==> config.mk <==
export PLATFORM = sky130hd
export DESIGN_NAME = router_sync_param_flat
export DESIGN_NICKNAME = d
export VERILOG_FILES = /design/src/rtl/router_pkg.sv /design/src/rtl/router_sync_param_if.sv /design/src/rtl/router_timeout_ch.sv /design/src/rtl/router_sync_param.sv /design/src/flat_wrapper.sv
export SDC_FILE = /design/constraint.sdc
export NUM_CORES = 1
export LEC_CHECK = 0
export CORE_AREA = 2 2 51 53
export DETAILED_ROUTE_END_ITERATION = 12
export DIE_AREA = 0 0 53 55
export PLACE_DENSITY = 0.73
export SYNTH_ARGS = -nofsm -noshare
export SYNTH_HDL_FRONTEND = slang
export SYNTH_SLANG_ARGS = --single-unit
==> constraint.sdc <==
create_clock -name clk -period 1.2 [get_ports clk]
set_input_delay 0.24 -clock clk [delete_from_list [all_inputs] [get_ports clk]]
set_output_delay 0.24 -clock clk [all_outputs]
set_load 0.01 [all_outputs]
==> src/rtl/router_pkg.sv <==
// router_pkg: shared limits and counter-width helper for the router slice
package router_pkg;
  localparam int MAX_CH = 8;
  localparam int DEF_TIMEOUT = 30;
  function automatic int cnt_w(input int t);
    return (t < 2) ? 1 : $clog2(t);
  endfunction
endpackage

==> src/rtl/router_sync_param_if.sv <==
// router_sync_param_if: router control/status bundle between packet FSM, FIFOs and router
interface router_sync_param_if #(
  parameter int NUM_CH = 3,
  parameter int ADDR_W = 2
);
  logic                detect_add;
  logic [ADDR_W-1:0]   datain;
  logic                write_enb_reg;
  logic [NUM_CH-1:0]   read_enb;
  logic [NUM_CH-1:0]   empty;
  logic [NUM_CH-1:0]   full;
  logic                clr_status;
  logic [NUM_CH-1:0]   write_enb;
  logic                fifo_full;
  logic [NUM_CH-1:0]   vld_out;
  logic [NUM_CH-1:0]   soft_reset;
  logic                addr_err;
  logic [NUM_CH-1:0]   to_status;
  modport master (
    output detect_add, datain, write_enb_reg, read_enb, empty, full, clr_status,
    input  write_enb, fifo_full, vld_out, soft_reset, addr_err, to_status
  );
  modport slave (
    input  detect_add, datain, write_enb_reg, read_enb, empty, full, clr_status,
    output write_enb, fifo_full, vld_out, soft_reset, addr_err, to_status
  );
endinterface

==> src/rtl/router_timeout_ch.sv <==
// router_timeout_ch: per-channel stall counter, soft-reset pulse and sticky timeout status
module router_timeout_ch
  import router_pkg::*;
#(
  parameter int TIMEOUT = DEF_TIMEOUT
) (
  input  logic clk,
  input  logic resetn,
  input  logic stall,
  input  logic clr_status,
  output logic soft_reset,
  output logic to_status
);
  localparam int CW = cnt_w(TIMEOUT);
  logic [CW-1:0] cnt_q, cnt_d;
  logic          soft_reset_q, soft_reset_d;
  logic          to_status_q, to_status_d;
  logic          hit;
  always_comb begin
    hit          = stall && (cnt_q == CW'(TIMEOUT - 1));
    cnt_d        = (stall && !hit) ? cnt_q + 1'b1 : '0;
    soft_reset_d = hit;
    // a pulse landing together with clr_status must still be recorded
    to_status_d  = soft_reset_q | (to_status_q & ~clr_status);
  end
  always_ff @(posedge clk) begin
    if (!resetn) begin
      cnt_q        <= '0;
      soft_reset_q <= 1'b0;
      to_status_q  <= 1'b0;
    end else begin
      cnt_q        <= cnt_d;
      soft_reset_q <= soft_reset_d;
      to_status_q  <= to_status_d;
    end
  end
  assign soft_reset = soft_reset_q;
  assign to_status  = to_status_q;
endmodule

==> src/rtl/router_sync_param.sv <==
// router_sync_param: address decode, FIFO write steering and per-channel stall timeout
module router_sync_param
  import router_pkg::*;
#(
  parameter int NUM_CH  = 3,
  parameter int TIMEOUT = DEF_TIMEOUT,
  parameter int ADDR_W  = 2
) (
  input  logic clk,
  input  logic resetn,
  router_sync_param_if.slave bus
);
  logic [ADDR_W-1:0] addr_q, addr_d;
  logic [NUM_CH-1:0] vld, stall, soft_reset, to_status, write_enb;
  logic              addr_err, fifo_full;
  always_comb begin
    addr_d    = bus.detect_add ? bus.datain : addr_q;
    vld       = ~bus.empty;
    stall     = vld & ~bus.read_enb;
    addr_err  = 32'(addr_q) >= NUM_CH;
    write_enb = '0;
    fifo_full = 1'b0;
    // an out-of-range address matches no channel, so both outputs stay low
    for (int i = 0; i < NUM_CH; i++) begin
      write_enb[i] = (32'(addr_q) == i) & bus.write_enb_reg & ~soft_reset[i];
      fifo_full    = fifo_full | ((32'(addr_q) == i) & bus.full[i]);
    end
  end
  always_ff @(posedge clk) addr_q <= !resetn ? '0 : addr_d;
  for (genvar g = 0; g < NUM_CH; g++) begin : g_ch
    router_timeout_ch #(.TIMEOUT(TIMEOUT)) u_ch (
      .clk        (clk),
      .resetn     (resetn),
      .stall      (stall[g]),
      .clr_status (bus.clr_status),
      .soft_reset (soft_reset[g]),
      .to_status  (to_status[g])
    );
  end
  assign bus.write_enb  = write_enb;
  assign bus.fifo_full  = fifo_full;
  assign bus.vld_out    = vld;
  assign bus.soft_reset = soft_reset;
  assign bus.addr_err   = addr_err;
  assign bus.to_status  = to_status;
endmodule

==> src/flat_wrapper.sv <==
// flat-port wrapper written by rule: the top's interface ports become plain ports
module router_sync_param_flat import router_pkg::*;
#(
  parameter int NUM_CH  = 3,
  parameter int TIMEOUT = DEF_TIMEOUT,
  parameter int ADDR_W  = 2
)
  (clk, resetn, bus_detect_add, bus_datain, bus_write_enb_reg, bus_read_enb, bus_empty, bus_full, bus_clr_status, bus_write_enb, bus_fifo_full, bus_vld_out, bus_soft_reset, bus_addr_err, bus_to_status);
  router_sync_param_if #(.NUM_CH(NUM_CH), .ADDR_W(ADDR_W)) bus_i ();
  input  logic clk;
  input  logic resetn;
  input wire logic [$bits(bus_i.detect_add)-1:0] bus_detect_add;
  input wire logic [$bits(bus_i.datain)-1:0] bus_datain;
  input wire logic [$bits(bus_i.write_enb_reg)-1:0] bus_write_enb_reg;
  input wire logic [$bits(bus_i.read_enb)-1:0] bus_read_enb;
  input wire logic [$bits(bus_i.empty)-1:0] bus_empty;
  input wire logic [$bits(bus_i.full)-1:0] bus_full;
  input wire logic [$bits(bus_i.clr_status)-1:0] bus_clr_status;
  output wire logic [$bits(bus_i.write_enb)-1:0] bus_write_enb;
  output wire logic [$bits(bus_i.fifo_full)-1:0] bus_fifo_full;
  output wire logic [$bits(bus_i.vld_out)-1:0] bus_vld_out;
  output wire logic [$bits(bus_i.soft_reset)-1:0] bus_soft_reset;
  output wire logic [$bits(bus_i.addr_err)-1:0] bus_addr_err;
  output wire logic [$bits(bus_i.to_status)-1:0] bus_to_status;
  assign bus_i.detect_add = bus_detect_add;
  assign bus_i.datain = bus_datain;
  assign bus_i.write_enb_reg = bus_write_enb_reg;
  assign bus_i.read_enb = bus_read_enb;
  assign bus_i.empty = bus_empty;
  assign bus_i.full = bus_full;
  assign bus_i.clr_status = bus_clr_status;
  assign bus_write_enb = bus_i.write_enb;
  assign bus_fifo_full = bus_i.fifo_full;
  assign bus_vld_out = bus_i.vld_out;
  assign bus_soft_reset = bus_i.soft_reset;
  assign bus_addr_err = bus_i.addr_err;
  assign bus_to_status = bus_i.to_status;
  router_sync_param #(.NUM_CH(NUM_CH), .TIMEOUT(TIMEOUT), .ADDR_W(ADDR_W)) u_core (.clk(clk), .resetn(resetn), .bus(bus_i));
endmodule
==> results.md <==
* Worst Path Required at 0.96 ns
* Placement Rows at 18
* Slowest Stage Delay on Critical Path at 0.35 ns
* Top cells by count, synth: 23 x dfxtp_1, 21 x nor2_1
* Max clock buf depth at 2
* Leak at ~0.00057 uW
* I/O pins at 30
* Final HPWL DP at 1440 um
* Synth Warn # at 0
* Filler cells at 217
* FFs w/ async S/R, synth at 0
* Initial antenna violation count at 0
* Largest net degree at the start of global routing at 13
* Max capacitance violation total at 0
* Nets@finish at 160
* CP Launch Type: flop
* Critical path capture point type: output port
* WL per Instance at 10.9 um
* Xor and xnor area share after synthesis at 0.0791
* Synthesized area per cell at 9.58 um2
* Number of global-route vias before repair at 689
* Clock sinks at 23
* Initial DRC count at 9
* Crit Path Category: flop to output port
* DIE WIDTH at between 50 and 60 um
* Sequential-to-total area share from yosys stat at 0.462
* Crit-path cells: buf_6, and4bb_2, buf_6
* Gpl congestion at 0.589
* Share of the synthesized area in the top cell type at 0.462
* Initial Util at 0.421
* Final slew viol count at 0
* Slowest-stage cell, CP: dfxtp_2
* Largest family of logic cells by synthesized area: simple AND/OR/NAND/NOR gates
* Synth Register Bits at 23
* Antenna Nets Post-Route at 0
* Max rail drop VDD at 0.468 mV
* Total Wirelength at 1820 um
* Cts bufs inserted at 3
* Post-synth EDFFs at 0
* Failing checks: negative setup slack
* Hold slack at ~0.48 ns
* Power Dens Cells at 940 nW/um2
* Aggregate global routing overflow at 0
* Share of layout cells above drive strength 1 at 0.241
* # DRC at 0
* CP startpoint: u_core.addr_q[0]
* Dpl ws at -0.649 ns
* CP dominant cell by count: buf_6
* Skew-Pair Late Insertion Delay at 0.29 ns
* FMAX at 729 MHz
* TritonCTS clock tree: done
* Worst Skew at ~0.005 ns
* P&R area growth vs syn at 35.3%
* Primary FF master, synth: dfxtp_1
* FF+latch area at 469 um2
* Setup slack after layout at -0.172 ns
* Synth Area in Compound Gates at 0.0276
* Die area at 2920 um2
* Final Critical Period at 1.37 ns
* Post-synth design cell area at approximately 1000 um2
* Buffers on Ports at 29
* Global-route wire length before repair at 2840 um
* Critical path arrival at 1.13 ns
* Clock-pin slew on the worst setup and hold paths at 0.11 ns
* Netlist cell types at 21
* Syn_nets at 126
* RSZ-0062 raised after global routing: yes
* Core area at 2360 um2
* Actual slew at the worst max-slew pin at 0.197 ns
* Vias at 792
* Yosys top cell by area: dfxtp_1
* DRT Pass-1 Iters at 4
* Detailed-route vias per instance at 4.74
* Clock root cell: clkbuf_4
* Fin. Hold Viols at 0
* Multi-input combinational cell area at around 470 um2
* Ant. Diodes at 0
* Worst hold start: u_core.g_ch[2].u_ch.cnt_q[0]
* Max transition margin at 0.866
* Tightest Hold Check Type: flop to flop
* Multiplexer area fraction after synthesis at 0.0302
* Die Height at between 50 and 60 um
* H-tree levels at 1
* Largest cells by area after synthesis: dfxtp_1 46%, nor2_1 7.9%, ha_1 7.5%
* Critical Path Fanout Max at 4
* FF-to-FF Start: u_core.g_ch[1].u_ch.cnt_q[1]
* All-Layer GR Usage at 0.132
* Most common cell in the synthesized netlist: dfxtp_1
* Setup Viol. Count Final at 5
* Period utilisation layout at 1.14
* Status: complete, but fails checks
* Post-Synthesis Cells at about 100
* Post-synthesis adder-cell area fraction at 0.0754
* Synth Area in Simple Gates at 0.246
==> per-layer routing <==
metal | GRT usage | part of all wire | wire length [um]
met1 | 0.142 | 0.40 | 736
met2 | 0.252 | 0.50 | 905
met3 | 0.0296 | 0.091 | 166
met4 | 0.0513 | 0.0082 | 15
met5 | 0 | 0 | 0
==> registers in the layout (all words and copies together) (netlist names) <==
| signal | cells |
|---|---|
| u_core.addr_q | 2 |
| u_core.g_ch.u_ch.soft_reset | 3 |
| u_core.g_ch.u_ch.to_status | 3 |
| u_core.g_ch.u_ch.cnt_q | 15 |
==> area by class of cell <==
type                            count  area share
Timing Repair Buffer               36       0.238
Tap cell                           30      0.0279
Inverter                            6      0.0167
Clock buffer                        4      0.0195
Multi-Input combinational cell     68       0.350
Sequential cell                    23       0.348
==> stage by stage <==
| step | power, uW | instances | setup TNS, ns | area, um2 | utilization |
|---|---|---|---|---|---|
| CTS | 1280 | 167 | -0.751 | 1340 | 0.566 |
| floorplan | 852 | 104 | 0 | 996 | - |
| global placement | 952 | 162 | -3.73 | 1330 | 0.560 |
| finish | 1270 | 167 | -0.624 | 1350 | 0.570 |
| global route | 1340 | 167 | -0.942 | 1350 | 0.570 |
| detailed placement | 957 | 162 | -4.28 | 1330 | 0.560 |
==> cells in the final DEF, fill, tap and decap left out, types with 2 or more instances in the layout <==
cell	count
inv_1	6
mux2i_1	3
nand3_2	3
buf_6	4
buf_4	4
buf_2	8
ha_1	6
o21a_1	3
nor2_1	21
dfxtp_1	18
dlygate4sd2_1	2
xor2_1	6
nand4_1	3
clkdlybuf4s50_1	14
xnor2_1	3
dfxtp_2	4
nand2_1	3
clkbuf_4	3
nor2b_1	5
nand3_1	6
==> power by group <==
part | internal [uW] | switching (uW) | total [uW]
Clock | 129 | 203 | 332
Combinational | 95.9 | 55.7 | 152
Sequential | 772 | 10.9 | 783
==> timing repair <==
item                       CTS  global route
gates resized for setup     57             7
setup endpoints to repair   14             7
pin swaps                    1             0
setup buffers                1             1
hold buffers                 0             0
==> critical path, delay by kind of cell, from the launching register on <==
family | cells | cell delay [ns]
buffers and inverters | 2 | 0.21
flip-flops | 1 | 0.35
AND/OR/NAND/NOR | 1 | 0.28
==> final timing paths <==
check | endpoint | slack [ns] | cells past startpoint
max reg2reg | u_core.g_ch[1].u_ch.cnt_q[1] | 0.16 | 5
max | bus_write_enb[2] | -0.17 | 3
min | u_core.g_ch[2].u_ch.cnt_q[0] | 0.48 | 1
min reg2reg | u_core.g_ch[2].u_ch.cnt_q[0] | 0.48 | 1
==> cell families (layout without fill, tap and decap cells) <==
group | count (synthesis) | after routing
simple gates | 46 | 46
flops | 23 | 23
buf+inv | 13 | 46
xor+xnor | 9 | 9
fa+ha+maj | 6 | 6
compound gates | 4 | 4
mux | 3 | 3
(Power assumes the default switching activity.)
